$ cat config.mk
export PLATFORM = sky130hd
export DESIGN_NAME = door_timer_ctrl_flat
export DESIGN_NICKNAME = d
export VERILOG_FILES = /design/src/rtl/door_pkg.sv /design/src/rtl/door_timer_ctrl_if.sv /design/src/rtl/door_tick_gen.sv /design/src/rtl/door_timer_ctrl.sv /design/src/flat_wrapper.sv
export SDC_FILE = /design/constraint.sdc
export NUM_CORES = 1
export LEC_CHECK = 0
export BUFFER_PORTS_ARGS = -buffer_cell sky130_fd_sc_hd__buf_2
export CORE_UTILIZATION = 45
export CTS_CLUSTER_DIAMETER = 150
export DETAILED_ROUTE_END_ITERATION = 8
export GPL_ROUTABILITY_DRIVEN = 0
export SKIP_LAST_GASP = 1
export SLEW_MARGIN = 5
export SYNTH_ARGS = -nofsm -noshare
export SYNTH_HDL_FRONTEND = slang
export SYNTH_SLANG_ARGS = --single-unit
$ cat constraint.sdc
create_clock -name clk_ht -period 3.1 [get_ports clk_ht]
set_clock_uncertainty 0.15 [all_clocks]
set_input_delay 0.465 -clock clk_ht [delete_from_list [all_inputs] [get_ports clk_ht]]
set_output_delay 0.465 -clock clk_ht [all_outputs]
set_load 0.005 [all_outputs]
$ cat src/rtl/door_pkg.sv
// Shared types and sizing for the door-lock timing controller.
package door_pkg;

    localparam int unsigned SEC_W  = 6;
    localparam int unsigned FAIL_W = 2;

    typedef enum logic [1:0] {
        StLocked   = 2'd0,
        StUnlocked = 2'd1,
        StLockout  = 2'd2
    } door_state_e;

    // Prescaler width for a terminal count of clk_hz-1; never narrower than one bit.
    function automatic int unsigned presc_width(input int unsigned clk_hz);
        return (clk_hz > 1) ? $clog2(clk_hz) : 1;
    endfunction

endpackage

$ cat src/rtl/door_timer_ctrl_if.sv
// Keypad-compare inputs and actuator/display outputs of the door timer.
interface door_timer_ctrl_if;
    import door_pkg::*;

    logic              pass_ok;
    logic              pass_fail;
    logic              lock_now;
    logic              door_open;
    logic              lockout;
    logic [FAIL_W-1:0] fail_cnt;
    logic [SEC_W-1:0]  sec_left;
    logic              tick_1hz;
    logic              blink;

    // Master drives the compare pulses and observes the timer.
    modport master (
        output pass_ok, pass_fail, lock_now,
        input  door_open, lockout, fail_cnt, sec_left, tick_1hz, blink
    );

    // Slave is the timer itself.
    modport slave (
        input  pass_ok, pass_fail, lock_now,
        output door_open, lockout, fail_cnt, sec_left, tick_1hz, blink
    );

endinterface

$ cat src/rtl/door_tick_gen.sv
// Free-running 1 Hz prescaler: single-cycle enable tick plus a blink phase flag.
module door_tick_gen
    import door_pkg::*;
#(
    parameter int unsigned CLK_HZ = 125000000
) (
    input  logic clk_ht,
    input  logic reset,
    input  logic clr_i,
    input  logic blink_en_i,
    output logic tick_1hz_o,
    output logic blink_phase_o
);

    localparam int unsigned     CntW    = presc_width(CLK_HZ);
    localparam logic [CntW-1:0] CntLast = CntW'(CLK_HZ - 1);
    localparam logic [CntW-1:0] CntHalf = CntW'(CLK_HZ / 2);

    logic [CntW-1:0] cnt_d, cnt_q;
    logic            tick_d, tick_q;
    logic            blink_d, blink_q;

    // Next count, tick and blink; a clear also drops a tick that would land in the first cycle.
    always_comb begin
        cnt_d   = cnt_q + CntW'(1);
        tick_d  = 1'b0;
        blink_d = 1'b0;
        if (clr_i || (cnt_q == CntLast)) begin
            cnt_d = '0;
        end
        if (!clr_i && (cnt_q == CntLast)) begin
            tick_d = 1'b1;
        end
        // Registered from cnt_d so the flag lines up with the count it describes.
        blink_d = blink_en_i && (cnt_d < CntHalf);
    end

    // Prescaler state.
    always_ff @(posedge clk_ht or negedge reset) begin
        if (!reset) begin
            cnt_q   <= '0;
            tick_q  <= 1'b0;
            blink_q <= 1'b0;
        end else begin
            cnt_q   <= cnt_d;
            tick_q  <= tick_d;
            blink_q <= blink_d;
        end
    end

    assign tick_1hz_o    = tick_q;
    assign blink_phase_o = blink_q;

endmodule

$ cat src/rtl/door_timer_ctrl.sv
// Door-lock timing controller: unlock hold window, wrong-attempt counter and timed lockout.
module door_timer_ctrl
    import door_pkg::*;
#(
    parameter int unsigned CLK_HZ    = 125000000,
    parameter int unsigned UNLOCK_S  = 5,
    parameter int unsigned LOCKOUT_S = 30,
    parameter int unsigned MAX_FAIL  = 3
) (
    input  logic              clk_ht,
    input  logic              reset,
    door_timer_ctrl_if.slave  bus
);

    localparam logic [SEC_W-1:0]  UnlockSec  = SEC_W'(UNLOCK_S);
    localparam logic [SEC_W-1:0]  LockoutSec = SEC_W'(LOCKOUT_S);
    localparam logic [FAIL_W-1:0] MaxFail    = FAIL_W'(MAX_FAIL);

    door_state_e       state_d, state_q;
    logic [SEC_W-1:0]  sec_d, sec_q;
    logic [FAIL_W-1:0] fail_d, fail_q;
    logic              door_open_d, door_open_q;
    logic              lockout_d, lockout_q;
    logic              presc_clr;
    logic              tick;
    logic              blink;

    door_tick_gen #(
        .CLK_HZ (CLK_HZ)
    ) u_tick_gen (
        .clk_ht        (clk_ht),
        .reset         (reset),
        .clr_i         (presc_clr),
        .blink_en_i    (state_d != StLocked),
        .tick_1hz_o    (tick),
        .blink_phase_o (blink)
    );

    // Next-state logic; the prescaler is cleared on every entry or extension of a timed state.
    always_comb begin
        state_d   = state_q;
        sec_d     = sec_q;
        fail_d    = fail_q;
        presc_clr = 1'b0;
        unique case (state_q)
            StLocked: begin
                if (bus.pass_fail) begin
                    if (fail_q + FAIL_W'(1) == MaxFail) begin
                        state_d   = StLockout;
                        sec_d     = LockoutSec;
                        fail_d    = MaxFail;
                        presc_clr = 1'b1;
                    end else begin
                        fail_d = fail_q + FAIL_W'(1);
                    end
                end else if (bus.pass_ok) begin
                    state_d   = StUnlocked;
                    sec_d     = UnlockSec;
                    fail_d    = '0;
                    presc_clr = 1'b1;
                end
            end
            StUnlocked: begin
                if (bus.lock_now) begin
                    state_d = StLocked;
                    sec_d   = '0;
                end else if (bus.pass_ok) begin
                    sec_d     = UnlockSec;
                    presc_clr = 1'b1;
                end else if (tick) begin
                    if (sec_q == SEC_W'(1)) begin
                        state_d = StLocked;
                        sec_d   = '0;
                    end else begin
                        sec_d = sec_q - SEC_W'(1);
                    end
                end
            end
            StLockout: begin
                if (tick) begin
                    if (sec_q == SEC_W'(1)) begin
                        state_d = StLocked;
                        sec_d   = '0;
                        fail_d  = '0;
                    end else begin
                        sec_d = sec_q - SEC_W'(1);
                    end
                end
            end
            default: begin
                state_d = StLocked;
                sec_d   = '0;
            end
        endcase
        door_open_d = (state_d == StUnlocked);
        lockout_d   = (state_d == StLockout);
    end

    // FSM, counters and registered state outputs.
    always_ff @(posedge clk_ht or negedge reset) begin
        if (!reset) begin
            state_q     <= StLocked;
            sec_q       <= '0;
            fail_q      <= '0;
            door_open_q <= 1'b0;
            lockout_q   <= 1'b0;
        end else begin
            state_q     <= state_d;
            sec_q       <= sec_d;
            fail_q      <= fail_d;
            door_open_q <= door_open_d;
            lockout_q   <= lockout_d;
        end
    end

    // A timed state always holds a non-zero count, so a tick can never decrement 0.
    a_sec_nonzero: assert property (@(posedge clk_ht) disable iff (!reset)
        (state_q != StLocked) |-> (sec_q != '0));

    assign bus.door_open = door_open_q;
    assign bus.lockout   = lockout_q;
    assign bus.fail_cnt  = fail_q;
    assign bus.sec_left  = sec_q;
    assign bus.tick_1hz  = tick;
    assign bus.blink     = blink;

endmodule

$ cat src/flat_wrapper.sv
// flat-port wrapper written by rule: the top's interface ports become plain ports
module door_timer_ctrl_flat import door_pkg::*;
#(
    parameter int unsigned CLK_HZ    = 125000000,
    parameter int unsigned UNLOCK_S  = 5,
    parameter int unsigned LOCKOUT_S = 30,
    parameter int unsigned MAX_FAIL  = 3
)
  (clk_ht, reset, bus_pass_ok, bus_pass_fail, bus_lock_now, bus_door_open, bus_lockout, bus_fail_cnt, bus_sec_left, bus_tick_1hz, bus_blink);
  door_timer_ctrl_if bus_i ();
  input  logic clk_ht;
  input  logic reset;
  input wire logic [$bits(bus_i.pass_ok)-1:0] bus_pass_ok;
  input wire logic [$bits(bus_i.pass_fail)-1:0] bus_pass_fail;
  input wire logic [$bits(bus_i.lock_now)-1:0] bus_lock_now;
  output wire logic [$bits(bus_i.door_open)-1:0] bus_door_open;
  output wire logic [$bits(bus_i.lockout)-1:0] bus_lockout;
  output wire logic [$bits(bus_i.fail_cnt)-1:0] bus_fail_cnt;
  output wire logic [$bits(bus_i.sec_left)-1:0] bus_sec_left;
  output wire logic [$bits(bus_i.tick_1hz)-1:0] bus_tick_1hz;
  output wire logic [$bits(bus_i.blink)-1:0] bus_blink;
  assign bus_i.pass_ok = bus_pass_ok;
  assign bus_i.pass_fail = bus_pass_fail;
  assign bus_i.lock_now = bus_lock_now;
  assign bus_door_open = bus_i.door_open;
  assign bus_lockout = bus_i.lockout;
  assign bus_fail_cnt = bus_i.fail_cnt;
  assign bus_sec_left = bus_i.sec_left;
  assign bus_tick_1hz = bus_i.tick_1hz;
  assign bus_blink = bus_i.blink;
  door_timer_ctrl #(.CLK_HZ(CLK_HZ), .UNLOCK_S(UNLOCK_S), .LOCKOUT_S(LOCKOUT_S), .MAX_FAIL(MAX_FAIL)) u_core (.clk_ht(clk_ht), .reset(reset), .bus(bus_i));
endmodule
==> results of run 1 <==
==> worst paths after layout <==
path / startpoint / to / slack [ns]
max in group asynchronous: reset / u_core.u_tick_gen.cnt_q[9] / 2.07
hold reg to reg: u_core.u_tick_gen.cnt_q[0] / u_core.u_tick_gen.cnt_q[0] / 0.41
setup reg to reg: u_core.u_tick_gen.cnt_q[0] / u_core.u_tick_gen.blink_phase_o / 0.47
setup / recovery: u_core.u_tick_gen.cnt_q[0] / u_core.u_tick_gen.blink_phase_o / 0.47
min in group clk_ht: bus_pass_ok / u_core.bus.door_open / 0.34
hold / removal: reset / u_core.bus.sec_left[1] / 0.15
==> registers in the layout, summed over array words and instances (netlist names) <==
register                         flops
u_core.u_tick_gen.cnt_q             27
u_core.bus.sec_left                  6
u_core.bus.fail_cnt                  2
u_core.state_q                       2
u_core.bus.door_open                 1
u_core.bus.lockout                   1
u_core.u_tick_gen.blink_phase_o      1
u_core.u_tick_gen.tick_1hz_o         1
==> where the power goes <==
| part | switching, uW | total, uW | leakage (uW) | internal, uW |
|---|---|---|---|---|
| Combinational | 243 | 446 | 0.000639 | 203 |
| Clock | 187 | 343 | 0.0000450 | 156 |
| Sequential | 117 | 739 | 0.000553 | 621 |
| Total | 547 | 1530 | 0.00124 | 981 |
==> critical path: cells and delay by family (launching register included) <==
kind	cells	cell delay [ns]
AOI/OAI and AO/OA	3	0.90
adders and majority gates	1	0.26
and+or+nand+nor	4	0.77
DFF	1	0.45
==> routing by layer <==
metal | GRT usage, % | wire length, microns | vias to the layer above
li1 | - | - | 1028
met1 | 26.82 | 2741 | 1008
met2 | 30.71 | 2509 | 30
met3 | 3.529 | 149 | 5
met4 | 5.094 | 46 | 0
met5 | 0 | 0 | -
==> layout by cell type, fill, tap and decap left out, types with 2 or more instances in the layout <==
cell,Yosys,final
nor2b_1,4,4
nor3_4,2,2
nand2b_1,5,5
inv_1,13,13
nand4b_1,2,2
nor2_1,34,34
xor2_1,15,15
nor4_1,7,7
clkinv_2,0,2
nand4_4,2,2
a31oi_1,3,3
o22ai_1,2,2
nand4_1,7,7
ha_1,4,4
xnor2_1,11,11
a21oi_1,6,6
a32o_1,2,2
and2_1,4,4
and3_1,7,7
o311ai_0,2,2
buf_2,4,16
nor3_1,10,10
clkbuf_8,0,5
nand2_1,22,22
o21ai_0,18,18
and4_1,2,2
dfrtp_1,41,41
a211oi_1,2,2
nor3b_1,2,2
nand3_1,11,11
nand4_2,2,2
==> layout make-up <==
cell class              instances  area, sq um  share of cell area [%]
multi-input cells             215         1436                   51.83
flip-flops and latches         41         1026                   37.02
well taps                      72        90.09                   3.251
repair buffers                 17        87.58                   3.160
clock buffers                   6        72.57                   2.619
inverters                      13        48.80                   1.761
clock inverters                 2        10.01                  0.3612
==> stage by stage <==
step / setup WS (ns) / cells / hold slack, ns / utilization [%] / total power (uW)
3_5_place_dp: 0.4822 / 358 / 0.3951 / 48.83 / 1200
6_report: 0.4662 / 366 / 0.1542 / 50.33 / 1527
4_1_cts: 0.4765 / 366 / 0.1836 / 50.33 / 1548
3_3_place_gp: 0.5870 / 358 / 0.3761 / 48.83 / 1191
5_1_grt: 0.3052 / 366 / 0.2353 / 50.33 / 1650
2_1_floorplan: 0.7935 / 280 / 0.01941 / - / 1043
==> cells by family after synthesis <==
group,synth area share (%)
muxes,0.8268
and+or+nand+nor,30.16
DFF,39.88
adders and majority gates,1.946
xor gates and xnor gates,8.852
AOI/OAI and AO/OA,14.06
buffers and inverters,4.280
==> summary.md, run 1 <==
| Metric | Value |
|---|---|
| Post-layout instance area | `2771 sq um` |
| Distinct cells, synth | `58` |
| Slowest CP cell | `dfrtp_1` |
| Filler instances | `534` |
| Post-DP Area | `2689 sq um` |
| Initial antenna violation count | `0` |
| Row cnt | `27` |
| Max-cap violation count | `0` |
| Clock-pin slew on the worst setup and hold paths | `0.08 ns` |
| Gr usage total | `19.26%` |
| YS warnings | `0` |
| Bufs on Longest Clock Path | `2` |
| Drt total wl | `5445 microns` |
| Post-DR wirelength/cell | `14.88 microns` |
| Post-route setup TNS | `0 ns` |
| H-Tree Depth | `2` |
| Core area | `5507 sq um` |
| Pre-antenna DRT Iters | `4` |
| Synth Cell Area | `2572 sq um` |
| Final Max Slew Viols | `0` |
| Port Buf Inserts | `16` |
| Via count | `2,071` |
| GR Overflow Total | `0` |
| Worst slew pin tran | `0.9201 ns` |
| WP data arrival | `2.67 ns` |
| Commonest cells in the netlist | `41 x dfrtp_1, 34 x nor2_1, 22 x nand2_1, 18 x o21ai_0, 15 x xor2_1` |
| Largest net degree at the start of global routing | `42` |
| Initial cell density of the core | `46.72%` |
| Most common cell in the netlist | `dfrtp_1` |
| Die Span X | `77.61 microns` |
| CP max stage delay | `0.45 ns` |
| RSZ-0062 raised after global routing | `no` |
| CP Launch Type | `flop` |
| Peak VDD IR | `0.2586 mV` |
| DR DRC count | `0` |
| Gate Count Post-Synth | `280` |
| I/O Pins | `17` |
| Hold_buf cts | `0` |
| CP Capture Type | `flop` |
| Syn avg cell area | `9.187 sq um` |
| Reg2Reg Depth | `8` |
| Crit Path Category | `reg2reg` |
| Dpl hpwl | `3844 microns` |
| Sequential fraction of the synthesis area | `39.88%` |
| Antenna cells | `0` |
| Final hold violations | `0` |
| Relative slew slack | `38.66%` |
| Synth-to-Final Area Change | `7.734%` |
| LEAKAGE | `0.001237 uW` |
| Share of cells above drive strength 1 | `13.27%` |
| Worst-path cell chain | `ha_1 > and3_1 > nand4_2 > o21bai_4 > nor2_1 > a32oi_1 > nor3b_1 > o41ai_2` |
| Clock sink count | `41` |
| Die area | `6023 sq um` |
| Vias per inst | `5.658` |
| Nets | `302` |
| Worst Path Max Fanout | `17` |
| DRT antenna net count | `0` |
| Power per cell area | `551.2 nW/um^2` |
| DR iter-0 viols | `110` |
| Vias in the first global route | `1,921` |
| Synth area leaders | `dfrtp_1 40%, xor2_1 5.1%, nor2_1 5.0%` |
| Ys async rst share | `100.0%` |
| Flops & latches, synth | `41` |
| Synth top area share | `39.88%` |
| Post-synth EDFFs | `0` |
| Fmax | `0.3797 GHz` |
| Period utilization | `84.96%` |
| Clock Root Buffer | `clkbuf_8` |
| CTS tree | `built` |
| WP data required | `3.14 ns` |
| Die Span Y | `77.61 microns` |
| Synthesized net count | `289` |
| Biggest area consumer among synthesized cells | `dfrtp_1` |
| Postcts setup bufs | `0` |
| HP Class | `in2async` |
| Skew-Pair Late Insertion Delay | `0.29 ns` |
| First-pass GRT wire length | `9094 microns` |
| Post-CTS sizing | `0` |
| Ys flop type | `dfrtp_1` |
| Total CTS buffers | `5` |
| Tmin final | `2.634 ns` |
| Final setup viols | `0` |
| Status | `completed` |
Power figures use the tool's default switching activity.
==> run 2, diff against run 1 <==
clock period = 2.15 ns   (was 3.1 ns; I/O delays follow)
==> run 2 against run 1 <==
Effect of this change: the run now ends with negative setup slack left; fmax rose by 19%; total power rose by 71%; global-route usage grew 4.4 points.
==> summary.md, run 2 (synthesis gave the netlist of run 1 again) <==
| Metric | Value |
|---|---|
| Status | `complete, but fails checks` |
| Failing checks | `negative setup slack` |
| Worst hold slack | `0.1962 ns` |
| Vias in the first global route | `2,248` |
| CP Launch Type | `flop` |
| Initial cell density of the core | `46.72%` |
| CP max stage delay | `0.42 ns` |
| Power per cell area | `738.7 nW/um^2` |
| Via count | `2,444` |
| Commonest non-fill, non-tap cells in the layout | `69 x buf_4, 36 x dfrtp_1, 34 x nor2_1, 22 x nand2_1, 17 x o21ai_0` |
| Sequential share of power | `38.5%` |
| Total CTS buffers | `5` |
| Clock Root Buffer | `clkbuf_8` |
| Register-to-register setup slack | `-0.06 ns` |
| RSZ-0062 raised after global routing | `yes` |
| GR Overflow Total | `0` |
| Sw frac | `35.45%` |
| Initial antenna violation count | `0` |
| Sink of the worst hold path | `u_core.bus.fail_cnt[0]` |
| Cells after DPL | `412` |
| HP Class | `in2reg` |
| Max-cap violation count | `0` |
| Die Span Y | `77.61 microns` |
| CTS tree | `built` |
| H-Tree Depth | `2` |
| Nets | `379` |
| Drt total wl | `7020 microns` |
| Antenna cells | `0` |
| Post-DR wirelength/cell | `15.85 microns` |
| Slowest CP cell | `dfrtp_1` |
| Most common cell after layout, fill and taps aside | `buf_4` |
| Vias per inst | `5.517` |
| Tmin final | `2.214 ns` |
| First-pass GRT wire length | `10,900 microns` |
| Final setup viols | `1` |
| Row cnt | `27` |
| WP data arrival | `2.27 ns` |
| Number of flip-flops under the largest register name | `27` |
| Share of cells above drive strength 1 | `37.20%` |
| Fmax | `0.4516 GHz` |
| Die area | `6023 sq um` |
| Pint | `1687 uW` |
| Worst slew pin tran | `0.7686 ns` |
| LEAKAGE | `0.001651 uW` |
| Post-Layout Cell Count | `443` |
| WHS Path Cells | `3` |
| Relative slew slack | `48.22%` |
| Worst Path Max Fanout | `8` |
| Core area | `5507 sq um` |
| Largest net degree at the start of global routing | `18` |
| Final worst setup slack | `-0.06419 ns` |
| Port Buf Inserts | `16` |
| Gr usage total | `23.64%` |
| Clock-pin slew on the worst setup and hold paths | `0.09 ns` |
| Period utilization | `103.0%` |
| Worst-path cell chain | `buf_4 > buf_4 > and3_4 > nand2_1 > nor3_2 > xnor2_1 > nand4_1 > and3_4 > o41ai_2` |
| Dpl hpwl | `4846 microns` |
| Total Power | `2613 uW` |
| Final hold violations | `0` |
| CP Capture Type | `flop` |
| I/O Pins | `17` |
| Hold path startpoint | `bus_pass_fail` |
| Logic pwr share | `42.0%` |
| Crit Path Category | `reg2reg` |
| P_sw | `926.4 uW` |
| Peak VDD IR | `0.5654 mV` |
| FF-to-FF Start | `u_core.u_tick_gen.cnt_q[3]` |
| RR Endpoint | `u_core.u_tick_gen.blink_phase_o` |
| Largest reg by FF count | `u_core.u_tick_gen.cnt_q` |
| Pre-antenna DRT Iters | `4` |
| WP data required | `2.20 ns` |
| DRT antenna net count | `0` |
| Die Span X | `77.61 microns` |
| Skew-Pair Late Insertion Delay | `0.30 ns` |
| DR DRC count | `0` |
| Clock power frac | `19.5%` |
| Clock sink count | `41` |
| Bufs on Longest Clock Path | `2` |
| Place WS | `-0.2107 ns` |
| Reg2Reg Depth | `9` |
| Final Max Slew Viols | `0` |
| Synth-to-Final Area Change | `37.50%` |
| DR iter-0 viols | `142` |
run 2: repair_timing:
item,CTS,global route
hold buffers,1,0
pin swaps,6,11
resized for setup,13,17
setup endpoints to repair,1,2
endpoints found under the hold margin,13,0
gates cloned,0,0
setup buffers,3,19
run 2: worst max-delay path by stage:
| stage | start | depth (start not counted) | to |
|---|---|---|---|
| final | u_core.u_tick_gen.cnt_q[3] | 9 | u_core.u_tick_gen.blink_phase_o |
| after global routing | u_core.u_tick_gen.cnt_q[3] | 9 | u_core.u_tick_gen.blink_phase_o |
| after CTS | u_core.u_tick_gen.cnt_q[0] | 8 | u_core.u_tick_gen.blink_phase_o |
| after detailed placement | u_core.u_tick_gen.cnt_q[1] | 8 | u_core.u_tick_gen.blink_phase_o |
| after global placement | u_core.u_tick_gen.cnt_q[1] | 8 | u_core.u_tick_gen.blink_phase_o |
| after floorplan | u_core.u_tick_gen.cnt_q[0] | 9 | u_core.u_tick_gen.blink_phase_o |
run 2: layer usage:
metal,vias to the layer above,global-route usage [%],share of wire [%]
li1,1183,-,-
met1,1217,32.43,47
met2,38,36.99,48
met3,6,5.059,3.3
met4,0,7.736,1.1
met5,-,0,0
run 2: power groups by stage:
stage	registers, uW	logic, uW	clock network [uW]
after floorplan	1050	476	0
after global placement	1010	917	0
final	1010	1100	510
after CTS	1010	963	525
after detailed placement	1010	944	0
after global routing	1020	1200	566
run 2: layout make-up:
cell class	instances	area (sq um)
Timing Repair Buffer	94	715.7
Tap cell	72	90.09
Clock inverter	3	17.52
Inverter	13	48.80
Sequential cell	41	1032
Clock buffer	5	68.82
Multi-Input combinational cell	215	1564
Fill cell	466	1969
run 2: critical path: cells and delay by family (launching register included):
| kind | cells | cell delay, ns |
|---|---|---|
| buf+inv | 2 | 0.24 |
| xor+xnor | 1 | 0.14 |
| simple gates | 5 | 0.91 |
| compound gates | 1 | 0.25 |
| flops | 1 | 0.42 |
run 2: per-stage QoR:
stage               TNS (ns)  util [%]  cell area, sq um
detailed placement   -0.2107     56.96              3137
global route         -0.1510     64.24              3537
CTS                        0     60.15              3312
floorplan                  0         -              2603
finish              -0.06419     64.24              3537
global placement     -0.1924     56.96              3137
==> run 3, diff against run 2 <==
GPL_TIMING_DRIVEN = 0   (was unset)
==> run 3 against run 2 <==
Effect of this change: the flow finishes with violations (negative hold slack, negative setup slack); non-clock buffer count decreased by 51; via count decreased by 11%; clock power increased by 24%; cell count decreased by 12%; first-iteration DRC count increased by 22%; critical path depth decreased by 1; combinational power decreased by 23%; register-to-register slack got worse by 0.02 ns; worst setup slack got worse by 0.020 ns; design area decreased by 10%; highest routed layer unchanged.
==> summary.md, run 3 (synthesis gave the netlist of run 1 again) <==
| Metric | Value |
|---|---|
| Status | `complete, but fails checks` |
| Failing checks | `negative hold slack, negative setup slack` |
| Die Span X | `77.61 microns` |
| Period utilization | `103.9%` |
| Hold_buf cts | `0` |
| Reg2Reg Depth | `8` |
| Relative slew slack | `39.20%` |
| Initial cell density of the core | `46.72%` |
| Largest reg by FF count | `u_core.u_tick_gen.cnt_q` |
| Place WS | `-0.3768 ns` |
| DR iter-0 viols | `173` |
| DRT antenna net count | `0` |
| WP data required | `2.19 ns` |
| First-pass GRT wire length | `10,320 microns` |
| Via count | `2,177` |
| Final worst setup slack | `-0.08432 ns` |
| Worst hold slack | `-0.004121 ns` |
| Number of flip-flops under the largest register name | `27` |
| Total Power | `2525 uW` |
| Synth-to-Final Area Change | `23.35%` |
| Dpl hpwl | `4096 microns` |
| Crit Path Category | `reg2reg` |
| I/O Pins | `17` |
| Register-to-register setup slack | `-0.08 ns` |
| Vias in the first global route | `2,020` |
| Die area | `6023 sq um` |
| LEAKAGE | `0.001448 uW` |
| Share of cells above drive strength 1 | `28.44%` |
| Row cnt | `27` |
| Clock-pin slew on the worst setup and hold paths | `0.08 ns` |
| GR Overflow Total | `0` |
| Largest net degree at the start of global routing | `42` |
| HP Class | `in2async` |
| WP data arrival | `2.28 ns` |
| Vias per inst | `5.554` |
| Bufs on Longest Clock Path | `2` |
| Clock Root Buffer | `clkbuf_8` |
| Die Span Y | `77.61 microns` |
| RR Endpoint | `u_core.u_tick_gen.blink_phase_o` |
| Worst slew pin tran | `0.9120 ns` |
| Peak VDD IR | `0.4880 mV` |
| Nets | `328` |
| H-Tree Depth | `2` |
| Drt total wl | `6145 microns` |
| Final setup viols | `1` |
| Port Buf Inserts | `16` |
| Pre-antenna DRT Iters | `4` |
| Final Max Slew Viols | `0` |
| DR DRC count | `0` |
| Tmin final | `2.234 ns` |
| Worst Path Max Fanout | `10` |
| Final hold violations | `3` |
| CP Launch Type | `flop` |
| Gr usage total | `21.98%` |
| Antenna cells | `0` |
| Most common cell after layout, fill and taps aside | `nor2_1` |
| Clock sink count | `41` |
| Util after Layout | `57.62%` |
| Max-cap violation count | `0` |
| Power per cell area | `795.9 nW/um^2` |
| CTS tree | `built` |
| Core area | `5507 sq um` |
| Post-DR wirelength/cell | `15.68 microns` |
| Total CTS buffers | `5` |
| Post-route setup TNS | `-0.08432 ns` |
| Fmax | `0.4476 GHz` |
| Commonest non-fill, non-tap cells in the layout | `33 x nor2_1, 32 x dfrtp_1, 21 x buf_4, 21 x nand2_1, 18 x buf_2` |
| FF-to-FF Start | `u_core.state_q[0]` |
| CP Capture Type | `flop` |
| Initial antenna violation count | `0` |
| RSZ-0062 raised after global routing | `yes` |
| Filler instances | `478` |
| Skew-Pair Late Insertion Delay | `0.30 ns` |
## run 3: power by group
part	switching [uW]	leakage [uW]	internal, uW	total (uW)
combinational	442	0.000853	404	846
sequential	144	0.000539	902	1050
clock	284	0.0000554	349	633
total	870	0.00145	1660	2530
## run 3: metal layers
layer | vias to the layer above | track usage [%] | part of all wire [%]
met4 | 0 | 5.849 | 0.88
met1 | 1061 | 32.39 | 50
met3 | 7 | 4.000 | 3.5
li1 | 1082 | - | -
met2 | 27 | 32.83 | 45
met5 | - | 0 | 0
## run 3: repair_timing
item	in CTS	in global routing
setup endpoints to repair	23	16
gates resized for setup	23	10
buffers inserted	19	1
pin swaps	13	1
## run 3: worst max-delay path by stage
stage                                     start                              end  slack (ns)  cells after the start
floorplan            u_core.u_tick_gen.cnt_q[0]  u_core.u_tick_gen.blink_phase_o        0.01                      9
global placement    u_core.u_tick_gen.cnt_q[13]  u_core.u_tick_gen.blink_phase_o       -0.39                      8
detailed placement  u_core.u_tick_gen.cnt_q[13]  u_core.u_tick_gen.blink_phase_o       -0.38                      8
CTS                  u_core.u_tick_gen.cnt_q[1]  u_core.u_tick_gen.blink_phase_o       -0.07                      9
global route         u_core.u_tick_gen.cnt_q[1]  u_core.u_tick_gen.blink_phase_o       -0.23                      9
finish                        u_core.state_q[0]  u_core.u_tick_gen.blink_phase_o       -0.08                      8
## run 3: through the flow
step / area (sq um) / cells
after floorplan: 2603 / 280
after global placement: 2773 / 368
after detailed placement: 2773 / 368
after CTS: 3128 / 391
after global routing: 3173 / 392
final: 3173 / 392
## run 3: area by class of cell
type	instances	area, sq um	share of cell area (%)
buffer	7	52.55	1.656
clock buffer	6	72.57	2.287
clock inverter	2	38.79	1.222
inverter	13	48.80	1.538
multi-input combinational	215	1590	50.12
sequential	41	1037	32.69
tap	72	90.09	2.839
timing repair buffer	36	242.7	7.650
## run 3: critical path, cell delays in order (launching register included)
cell,delay (ns)
dfrtp_1,0.33
buf_4,0.16
mux2_2,0.36
o31ai_4,0.24
o21bai_4,0.18
buf_4,0.18
nor3_2,0.06
and3_1,0.16
o41ai_2,0.30
